===== src/rtl/hazard_pkg.sv =====
// Purpose : shared types and constants for the pipeline hazard controller.
// Latency : n/a (declarations only).
// Backpressure: n/a.
package hazard_pkg;

    // Default width of the stall / flush event counters.
    localparam int CNT_W_DEF = 16;

    // Register 31 reads as zero, so it can never carry a real dependency.
    localparam logic [4:0] XZR = 5'd31;

    typedef enum logic [1:0] {
        RUN      = 2'd0,
        MEM_WAIT = 2'd1,
        FLUSH    = 2'd2
    } hz_state_t;

endpackage


===== src/rtl/hazard_ctrl_sat_counter.sv =====
// Purpose : saturating up-counter for hazard event statistics.
// Latency : count reflects an inc one clock after it is sampled.
// Backpressure: none; inc is ignored once the counter reaches all-ones.
//
// Ports: clk, reset (async, active-high), inc (count one event), count.
module sat_counter #(
    parameter int CNT_W = 16
) (
    input  logic             clk,
    input  logic             reset,
    input  logic             inc,
    output logic [CNT_W-1:0] count
);

    always_ff @(posedge clk or posedge reset) begin
        if (reset) begin
            count <= '0;
        end else if (inc && (count != {CNT_W{1'b1}})) begin
            count <= count + 1'b1;
        end
    end

endmodule


===== src/rtl/hazard_ctrl.sv =====
// Purpose : pipeline hazard control: load-use / flag stalls, taken-branch
//           flush, and whole-pipe freeze while data memory is busy.
// Latency : all control outputs are combinational from state and inputs.
// Backpressure: mem_busy freezes the pipe; hazards stall PC and IF/ID.
//
// Ports:
//   clk, reset                  single clock, async active-high reset
//   Rn_ID/Rm_ID, useRn/useRm_ID ID-stage sources and their use bits
//   flagUse_ID                  ID instruction consumes condition flags
//   targetReg_EX, memRead_EX,
//   RegWrite_EX, set_flags_EX   EX-stage destination and control bits
//   brTaken_EX                  branch resolved taken in EX
//   mem_busy                    data memory not ready
//   pc_en, if_id_en             PC and IF/ID write enables
//   id_ex_bubble                zero ID/EX control bits
//   if_id_flush, id_ex_flush    clear IF/ID and ID/EX
//   freeze                      hold ID/EX, EX/MEM, MEM/WB
//   stall_cnt, flush_cnt        saturating event counters
//   state_o                     current FSM state
module hazard_ctrl
    import hazard_pkg::*;
#(
    parameter int CNT_W = CNT_W_DEF
) (
    input  logic             clk,
    input  logic             reset,
    input  logic [4:0]       Rn_ID,
    input  logic [4:0]       Rm_ID,
    input  logic             useRn_ID,
    input  logic             useRm_ID,
    input  logic             flagUse_ID,
    input  logic [4:0]       targetReg_EX,
    input  logic             memRead_EX,
    input  logic             RegWrite_EX,
    input  logic             set_flags_EX,
    input  logic             brTaken_EX,
    input  logic             mem_busy,
    output logic             pc_en,
    output logic             if_id_en,
    output logic             id_ex_bubble,
    output logic             if_id_flush,
    output logic             id_ex_flush,
    output logic             freeze,
    output logic [CNT_W-1:0] stall_cnt,
    output logic [CNT_W-1:0] flush_cnt,
    output logic [1:0]       state_o
);

    hz_state_t state;
    hz_state_t state_nxt;
    logic      lu_hz;
    logic      fh_hz;
    logic      stall_inc;
    logic      flush_inc;

    // A load's result is only available after MEM, so a dependent ID
    // instruction must wait a cycle. Loads into XZR write nothing.
    assign lu_hz = memRead_EX && (targetReg_EX != XZR) &&
                   ((useRn_ID && (Rn_ID == targetReg_EX)) ||
                    (useRm_ID && (Rm_ID == targetReg_EX)));

    assign fh_hz = flagUse_ID && set_flags_EX;

    always_comb begin
        pc_en        = 1'b0;
        if_id_en     = 1'b0;
        id_ex_bubble = 1'b0;
        if_id_flush  = 1'b0;
        id_ex_flush  = 1'b0;
        freeze       = 1'b0;
        stall_inc    = 1'b0;
        flush_inc    = 1'b0;
        state_nxt    = state;

        case (state)
            RUN: begin
                if (mem_busy) begin
                    freeze    = 1'b1;
                    state_nxt = MEM_WAIT;
                end else if (brTaken_EX) begin
                    if_id_flush = 1'b1;
                    id_ex_flush = 1'b1;
                    pc_en       = 1'b1;
                    flush_inc   = 1'b1;
                    state_nxt   = FLUSH;
                end else if (lu_hz || fh_hz) begin
                    // Both hazards together still cost a single stall.
                    id_ex_bubble = 1'b1;
                    stall_inc    = 1'b1;
                end else begin
                    pc_en    = 1'b1;
                    if_id_en = 1'b1;
                end
            end
            MEM_WAIT: begin
                // Freeze is held through the cycle mem_busy drops so the
                // returning data is captured before the pipe moves again.
                freeze = 1'b1;
                if (!mem_busy) begin
                    state_nxt = RUN;
                end
            end
            FLUSH: begin
                // The pending bubble is dropped if memory stalls here; the
                // flushed registers already hold no valid instruction.
                if (mem_busy) begin
                    freeze    = 1'b1;
                    state_nxt = MEM_WAIT;
                end else begin
                    id_ex_bubble = 1'b1;
                    pc_en        = 1'b1;
                    if_id_en     = 1'b1;
                    state_nxt    = RUN;
                end
            end
            default: begin
                state_nxt = RUN;
            end
        endcase

        // Reset forces a safe, fully-flushed pipe regardless of clock.
        if (reset) begin
            pc_en        = 1'b0;
            if_id_en     = 1'b0;
            id_ex_bubble = 1'b1;
            if_id_flush  = 1'b1;
            id_ex_flush  = 1'b1;
            freeze       = 1'b0;
            stall_inc    = 1'b0;
            flush_inc    = 1'b0;
            state_nxt    = RUN;
        end
    end

    always_ff @(posedge clk or posedge reset) begin
        if (reset) begin
            state <= RUN;
        end else begin
            state <= state_nxt;
        end
    end

    assign state_o = state;

    sat_counter #(.CNT_W(CNT_W)) u_stall_cnt (
        .clk   (clk),
        .reset (reset),
        .inc   (stall_inc),
        .count (stall_cnt)
    );

    sat_counter #(.CNT_W(CNT_W)) u_flush_cnt (
        .clk   (clk),
        .reset (reset),
        .inc   (flush_inc),
        .count (flush_cnt)
    );

    // RegWrite_EX is part of the EX control bundle but a load-use hazard
    // is keyed on memRead_EX alone, so it does not enter any decision.
    logic unused_ok;
    assign unused_ok = RegWrite_EX;

endmodule


===== config.mk =====
export PLATFORM = sky130hd
export DESIGN_NAME = hazard_ctrl
export DESIGN_NICKNAME = d
export VERILOG_FILES = /design/src/rtl/hazard_pkg.sv /design/src/rtl/hazard_ctrl_sat_counter.sv /design/src/rtl/hazard_ctrl.sv
export SDC_FILE = /design/constraint.sdc
export NUM_CORES = 1
export LEC_CHECK = 0
export ABC_AREA = 1
export BUFFER_PORTS_ARGS = -buffer_cell sky130_fd_sc_hd__buf_2
export CORE_MARGIN = 1.5
export CORE_UTILIZATION = 56
export DETAILED_ROUTE_END_ITERATION = 8
export GPL_TIMING_DRIVEN = 0
export HOLD_SLACK_MARGIN = 0.15
export PLACE_DENSITY = 0.84
export SKIP_LAST_GASP = 1
export SLEW_MARGIN = 25
export SYNTH_ARGS = -nofsm -noshare
export SYNTH_HDL_FRONTEND = slang
export SYNTH_SLANG_ARGS = --single-unit

===== constraint.sdc =====
create_clock -name clk -period 3.12 [get_ports clk]
set_clock_uncertainty 0.2 [all_clocks]
set_input_delay 0.468 -clock clk [delete_from_list [all_inputs] [get_ports clk]]
set_output_delay 0.468 -clock clk [all_outputs]
set_load 0.05 [all_outputs]

* Word-level counts from Yosys, hierarchy flattened
Index checks and enable logic that the tools add are counted.
** Operators by class
- Equal/unequal tests :: 9
- Add/sub/neg operators :: 2
- Reduce and logical (&&, ||, !) cells :: 12
- Multiplexer cells :: 31
** Operator list (number)
- $add 16x1->16 const B :: 2
- $ne 16x16->1 const B :: 2
- $mux 1 :: 22
- $eq 5x5->1 :: 2
- $mux 2 :: 4
- $pmux 1 s2 :: 4
- $logic_and 1x1->1 :: 7
- $pmux 2 s3 :: 1
- $ne 5x5->1 const B :: 1
- $ne 4x4->1 const B :: 1
- $ne 3x3->1 const B :: 1
- $eq 2x1->1 const B :: 1
- $eq 2x2->1 const B :: 1
- $logic_not 2->1 :: 1
- $logic_or 1x1->1 :: 2
- $reduce_and 2->1 :: 1
- $reduce_or 2->1 :: 1
** Word-level totals
- Bits of input ports :: 25
- Output and inout port bits :: 40
- Register bits :: 34

* Depth between registers and ports, before layout
Gate-level depths: netlist of the first run.
- Word-level depth :: 11
- Mapped depth :: 12
- Gate-level depth less buffers :: 11

* By module
From an unflattened synthesis of the first run, not the netlist that was laid out.
** Second synthesis, totals
- Cells, all modules :: 386
- Area total of the unflattened synthesis :: 2548.7 µm²
** Modules (own cells, without submodules)
- sat_counter :: cells an instance 150, area each 1069.8 µm², times used 2, seq. area each 400.4 µm²
- hazard_ctrl :: cells an instance 86, area each 409.1 µm², times used 1, seq. area each 50.0 µm²

* Worst setup path after synthesis of the first run
OpenSTA, ideal clock, no wires.
- Kind :: input to output
- From :: input port reset
- To :: output port if_id_flush
- Path slack :: -0.106 ns
- Cell stages on the path :: 3
- Data arrival time :: 2.558 ns
- Buffers on the path :: 1
- Cell sequence :: inv_1 > o21ai_0 > buf_4
** Between the ends
- Cells in the longest elaborated chain, start to end :: 1
** RTL lines
- start, declared :: line hazard_ctrl.sv:26 : input logic reset,
- $mux 1
- end, declared :: line hazard_ctrl.sv:41 : output logic if_id_flush,
Every way passes these cells.

* Final worst setup path of the first run
- From :: input port targetReg_EX[4]
- To :: output port id_ex_bubble
** Between the ends
- Cells in the longest elaborated chain, start to end :: 10
- Elaborated cells on any way between the ends :: 14
** RTL lines
- start, declared :: line hazard_ctrl.sv:32 : input logic [4:0] targetReg_EX,
- $eq 5x5->1, on equally long branches :: line hazard_ctrl.sv:59, hazard_ctrl.sv:60
- $logic_and 1x1->1, on equally long branches :: line hazard_ctrl.sv:59, hazard_ctrl.sv:60
- $logic_or 1x1->1 :: line hazard_ctrl.sv:59 : ((useRn_ID && (Rn_ID == targetReg_EX)) ||
- $logic_and 1x1->1 (*) :: line hazard_ctrl.sv:58 : assign lu_hz = memRead_EX && (targetReg_EX != XZR) &&
- $logic_or 1x1->1 (*) :: line hazard_ctrl.sv:86 : end else if (lu_hz || fh_hz) begin
- $mux 1 (*) :: line hazard_ctrl.sv:86
- $mux 1 (*) :: line hazard_ctrl.sv:80 : end else if (brTaken_EX) begin
- $mux 1 (*) :: line hazard_ctrl.sv:77 : if (mem_busy) begin
- $pmux 1 s2 (*) :: line hazard_ctrl.sv:75 : case (state)
- $mux 1 (*) :: line hazard_ctrl.sv:122 : if (reset) begin
- end, declared :: line hazard_ctrl.sv:40 : output logic id_ex_bubble,
Every way passes the cells marked *; elsewhere a longest branch is shown, timed or not.

==> key figures, run 1 <==
STA
  • Relative slew slack: 52.2%
  • Unrepaired setup endpoints after global routing: no
  • # setup viols final: 0
  • Crit share post-route: 78.5%
  • Crit path time final: 2.45 ns
  • Total Neg Setup Slack: 0 ns
  • Fmax: 408 MHz
  • Slew Viols, Final: 0
  • Final Hold Viols: 0
  • Actual slew at the worst max-slew pin: 0.716 ns

Floorplanning
  • Die width: 67.2 um
  • I/O pin cnt: 65
  • DIE AREA: 4510 um^2
  • Core Region: 3970 um^2
  • Site Rows: 23
  • Die Y: 67.2 um
  • Starting Density: 58.1%

Power
  • PwrDens: 455 nW/um^2
  • Final Power: 0.00126 W
  • Combinational fraction of design power: 30.4%
  • Leakage Power: 1.54 nW
  • Sw frac: 40.1%
  • Cell Int Power: 0.000757 W
  • Clock network power share: 27.3%
  • Switch Pwr: 0.000507 W
  • Sequential fraction of design power: 42.3%
  • Maximum vdd drop: 0.564 mV

Cells and area
  • Layout cell share with drive strength beyond 1: 24.3%
  • Util after Layout: 70.0%
  • N_diodes: 0
  • Area growth from synthesis to layout: 20.5%
  • Most frequent cells in the layout: nand2_1 (116), buf_2 (66), inv_1 (35), dfrtp_1 (34), nor2_1 (28)
  • Most common cell after layout, fill and taps aside: nand2_1
  • # fillers: 352
  • Non-filler cells, final: 450
  • Fin nets: 426

Worst setup path
  • Startpoint types: input pin
  • RR Endpoint: u_stall_cnt.count[2]$_DFFE_PP0P_
  • Crit path arrival time: 1.78 ns
  • Worst R2R Path Depth: 7
  • Crit Path Class: in2out
  • Crit path max fanout: 10
  • FF-to-FF Start: state_o[0]$_DFFE_PP0P_
  • Critical Path RT: 2.45 ns
  • Register-to-register setup slack: 1.18 ns
  • Setup crit end kind: output port

Yosys
  • Cells after Synth: 329
  • Mapped Area: 2310 um^2
  • Yosys reg bits: 34
  • Synth cell types: 28
  • Sequential fraction of the synthesis area: 36.9%
  • Post-synth net total: 356
  • YS warnings: 0
  • Avg Inst Size Synth: 7.01 um^2

CTS
  • Cts bufs inserted: 5
  • Clock latency on the worst-skew pair: 0.29 ns
  • Sink Count: 34
  • Setup Fix Bufs, Post-CTS: 0
  • TritonCTS clock tree: done
  • Root Buffer: clkbuf_8
  • Clk slew on worst S/H paths: 0.07 ns
  • CTS Buffer Depth: 2
  • Post-CTS sizing: 0
  • Cts hold-fix bufs: 0
  • H-tree levels: 2

Place
  • Number of port buffers: 63
  • Placed cell count: 442
  • DPL Wire Length: 3.97 mm
  • GP Congestion: 0.869

Global route
  • Vias in the first global route: 2161
  • Met2 Track Usage GR: 45.8%
  • Global Route met1 Usage: 33.1%
  • Initial antenna violation count: 0
  • First-pass GRT wire length: 9.20 mm
  • Grt peak-use layer: met2
  • Largest net degree at the start of global routing: 38
  • GR Util met3: 7.00%
  • GRT Overall Usage: 26.7%
  • GR Overflow Total: 0

Flow run
  • Max-capacitance violation count: 0

Detailed routing
  • Number of remaining DRC errors: 0
  • Routed Antenna Nets: 0
  • Initial DRC count: 183
  • Via-to-Cell Ratio: 5.22
  • Drt first pass iters: 4
  • Routed vias: 2348
  • Wire length per cell: 11.7 um
  • Routed wire length: 5.27 mm

Run status
  • Run status: finished, final reports clean

Worst hold path
  • Path category of the worst min-delay check: in2async
## worst max-delay path, stage by stage
cell and delay, ns:
buf_2 0.11, inv_2 0.05, nand2_1 0.05, nand2_1 0.05, nor2_1 0.12, nand3_1 0.08
nand2_1 0.07, nand2_1 0.06, nand2_1 0.09, buf_4 0.18, nand3_1 0.09, nand3_1 0.08
buf_2 0.28
## worst max path at each step
stage	start	to	slack, ns	depth (start not counted)
detailed placement	reset	if_id_flush	0.64	5
global route	targetReg_EX[4]	id_ex_bubble	0.51	13
floorplan	reset	if_id_flush	0.20	3
finish	targetReg_EX[4]	id_ex_bubble	0.67	13
global placement	reset	if_id_flush	0.14	5
CTS	reset	if_id_flush	0.65	5
## kinds of logic after synthesis
| group | count (synthesis) | share of synthesized area, % |
|---|---|---|
| xor+xnor | 21 | 7.97 |
| flops | 34 | 36.9 |
| simple gates | 214 | 42.9 |
| buf+inv | 49 | 8.84 |
| fa+ha+maj | 2 | 1.08 |
| compound gates | 9 | 2.33 |
## synth_stat cells (all sizes together)
cell type  number  area (um^2)
a21boi          1         7.51
a21oi           1         5.00
buf             6         41.3
clkinv          1         5.00
dfrtp          34          851
ha              2         25.0
inv            42          158
nand2         119          454
nand3          27          140
nand3b          1         7.51
nand4          25          171
nor2           30          118
nor3           11         92.6
nor4            1         6.26
o21a            1         7.51
o21ai           5         25.0
o31a            1         8.76
xnor2           8         70.1
xor2           13          114
## power by group through the flow
stage	Clock [W]	Sequential [W]	Combinational (W)
6_report	0.000345	0.000535	0.000384
5_1_grt	0.000377	0.000542	0.000417
4_1_cts	0.000357	0.000534	0.000385
3_5_place_dp	0	0.000541	0.000384
3_3_place_gp	0	0.000539	0.000376
2_1_floorplan	0	0.000680	0.000141
## per-stage QoR
step	worst slack, ns	area, um^2	hold WS, ns
6_report	0.671	2780	0.163
5_1_grt	0.510	2780	0.223
4_1_cts	0.650	2780	0.179
3_5_place_dp	0.642	2690	0.315
3_3_place_gp	0.140	2690	0.307
2_1_floorplan	0.198	2310	0.337
## flip-flops by register name, indices dropped and copies added, names as in the netlist
signal             count
state_o                2
u_flush_cnt.count     16
u_stall_cnt.count     16
## layer usage
| layer | part of all wire [%] | vias up |
|---|---|---|
| met4 | 0.32 | 0 |
| li1 | - | 1193 |
| met2 | 50 | 65 |
| met1 | 45 | 1088 |
| met5 | 0 | - |
| met3 | 5.2 | 2 |
## cell type report
cell class                      count  area (um^2)  area share (%)
Tap cell                           50         62.6            2.25
Multi-Input combinational cell    246         1250            45.0
Inverter                           43          163            5.85
Sequential cell                    34          851            30.6
Clock buffer                        6         82.6            2.97
Clock inverter                      2         12.5           0.450
Buffer                              6         41.3            1.49
Timing Repair Buffer               63          315            11.3
Power figures use the tool's default switching activity.
==> run 2, diff against run 1 <==
CORE_UTILIZATION = 47   (was 56)
PLACE_DENSITY = 0.75   (was 0.84)
clock period = 2.05 ns   (was 3.12 ns; I/O delays follow)
==> run 2 against run 1 <==
  * Critical path type is now reg2out
  * Critical path depth decreased by 7
  * Clock power increased by 83%
  * Global-route usage decreased by 5.0 points
  * Worst setup slack got worse by 0.60 ns
  * Highest routed layer unchanged
  * First-iteration DRC count decreased by 1.1%
  * Largest cell class unchanged
  * Final area increased by 7.2%
==> key figures, run 2 (synthesized netlist as in run 1, its figures left out) <==
Run status
  • Run status: finished, final reports clean

Floorplanning
  • Die Y: 73.1 um
  • Die width: 73.1 um
  • Starting Density: 48.8%
  • Core Region: 4720 um^2
  • I/O pin cnt: 65
  • Site Rows: 25
  • DIE AREA: 5340 um^2

Global route
  • GR Overflow Total: 0
  • Initial antenna violation count: 0
  • First-pass GRT wire length: 9.16 mm
  • Vias in the first global route: 2164
  • Largest net degree at the start of global routing: 19
  • GRT Overall Usage: 21.8%

STA
  • # setup viols final: 0
  • Actual slew at the worst max-slew pin: 0.789 ns
  • Slew Viols, Final: 0
  • Final setup margin: 0.0740 ns
  • Unrepaired setup endpoints after global routing: yes
  • Crit path time final: 1.98 ns
  • Relative slew slack: 47.1%
  • Fmax: 506 MHz
  • Final Hold Viols: 0
  • Crit share post-route: 96.4%
  • Final Hold Slack: 0.172 ns

CTS
  • TritonCTS clock tree: done
  • Clock latency on the worst-skew pair: 0.29 ns
  • Clk slew on worst S/H paths: 0.06 ns
  • Root Buffer: clkbuf_8
  • Sink Count: 34
  • CTS Buffer Depth: 2
  • Cts bufs inserted: 5
  • H-tree levels: 2

Power
  • Maximum vdd drop: 0.983 mV
  • Leakage Power: 1.60 nW
  • PwrDens: 688 nW/um^2

Worst hold path
  • Path category of the worst min-delay check: in2reg

Worst setup path
  • RR Endpoint: u_flush_cnt.count[8]$_DFFE_PP0P_
  • Worst R2R Path Depth: 8
  • FF-to-FF Start: u_flush_cnt.count[1]$_DFFE_PP0P_
  • Cells along the critical path: nor2_4, nand2_4, nor2_1, nand3_1, a21oi_4, buf_8
  • Crit path arrival time: 1.47 ns
  • Startpoint types: flop
  • Stages on worst setup path: 6
  • Crit path buf inv count: 1
  • Critical Path RT: 1.54 ns
  • Crit path max fanout: 4
  • Register-to-register setup slack: 0.19 ns
  • Crit path largest cell delay: 0.42 ns
  • Crit path capture: if_id_en
  • Worst Setup SP: state_o[0]$_DFFE_PP0P_
  • Critical-path top delay cell: dfrtp_1
  • Setup crit end kind: output port
  • Critical path's top delay family: simple AND/OR/NAND/NOR gates
  • Crit Path Class: reg2out

Place
  • Number of port buffers: 63
  • Pre-CTS WS: -0.378 ns
  • DPL Wire Length: 4.03 mm
  • Placed Area: 2730 um^2
  • GP Congestion: 0.831

Cells and area
  • # fillers: 440
  • Area growth from synthesis to layout: 29.2%
  • N_diodes: 0
  • Post-route cell area: 2980 um^2
  • Util after Layout: 63.1%
  • Fin nets: 437
  • Most frequent cells in the layout: nand2_1 (115), buf_2 (63), inv_1 (34), dfrtp_1 (34), nor2_1 (27)
  • Most common cell after layout, fill and taps aside: nand2_1
  • Layout cell share with drive strength beyond 1: 26.6%
  • Footprint of the multi-input gates: 1300 um^2
  • Register area: 851 um^2

Detailed routing
  • Initial DRC count: 181
  • Via-to-Cell Ratio: 4.96
  • Routed wire length: 5.54 mm
  • Number of remaining DRC errors: 0
  • Wire length per cell: 11.6 um
  • Routed Antenna Nets: 0
  • Routed vias: 2368
  • Drt first pass iters: 4

Flow run
  • Max-capacitance violation count: 0
[run 2: cell count changes in the layout (fill, tap and decap cells not counted), moves of 2 or more]
cell,before,now
buf_2,66,63
nand2_4,0,2
dlygate4sd3_1,0,3
buf_6,1,3
buf_4,2,9
[run 2: how the worst min path moves through the flow]
| stage | startpoint | to | slack, ns | depth (start not counted) |
|---|---|---|---|---|
| finish | reset | state_o[1]$_DFFE_PP0P_ | 0.17 | 2 |
| global route | reset | state_o[1]$_DFFE_PP0P_ | 0.17 | 2 |
| CTS | reset | state_o[1]$_DFFE_PP0P_ | 0.16 | 2 |
| detailed placement | u_flush_cnt.count[2]$_DFFE_PP0P_ | u_flush_cnt.count[2]$_DFFE_PP0P_ | 0.32 | 1 |
| global placement | u_stall_cnt.count[15]$_DFFE_PP0P_ | u_stall_cnt.count[15]$_DFFE_PP0P_ | 0.31 | 2 |
| floorplan | reset | state_o[0]$_DFFE_PP0P_ | 0.07 | 1 |
[run 2: final cells by class]
type,count,area share [%]
buffer,6,1.51
clock buffer,6,2.77
clock inverter,1,1.01
inverter,43,5.58
multi-input combinational,246,43.6
sequential,34,28.5
tap,67,2.81
timing repair buffer,73,14.0
timing repair inverter,1,0.168
[run 2: per-stage QoR]
| stage | power [W] | setup TNS (ns) | std cells |
|---|---|---|---|
| floorplan | 0.00126 | -0.0120 | 329 |
| global placement | 0.00140 | -1.44 | 459 |
| detailed placement | 0.00141 | -1.43 | 459 |
| CTS | 0.00206 | 0 | 472 |
| global route | 0.00216 | -0.0420 | 477 |
| finish | 0.00205 | 0 | 477 |
[run 2: timing repair]
item                                   in CTS  in global routing
resized for setup                           5                 10
hold buffers                                3                  0
endpoints found under the hold margin      35                  0
setup endpoints to repair                   5                 12
buffers inserted                            2                  5
cloned                                      1                  0
pin swaps                                   0                  2
[run 2: routing by layer]
metal  GRT usage, %  vias up  part of all wire (%)
met5              0        -                     0
met2           37.3       66                    50
met4           7.55        0                   1.0
li1               -     1217                     -
met3           4.01        6                   4.8
met1           27.4     1079                    45
[run 2: power breakdown]
group	internal (W)	switching [W]
Sequential	0.000734	0.0000768
Clock	0.000389	0.000241
Combinational	0.000169	0.000441
Total	0.00129	0.000759
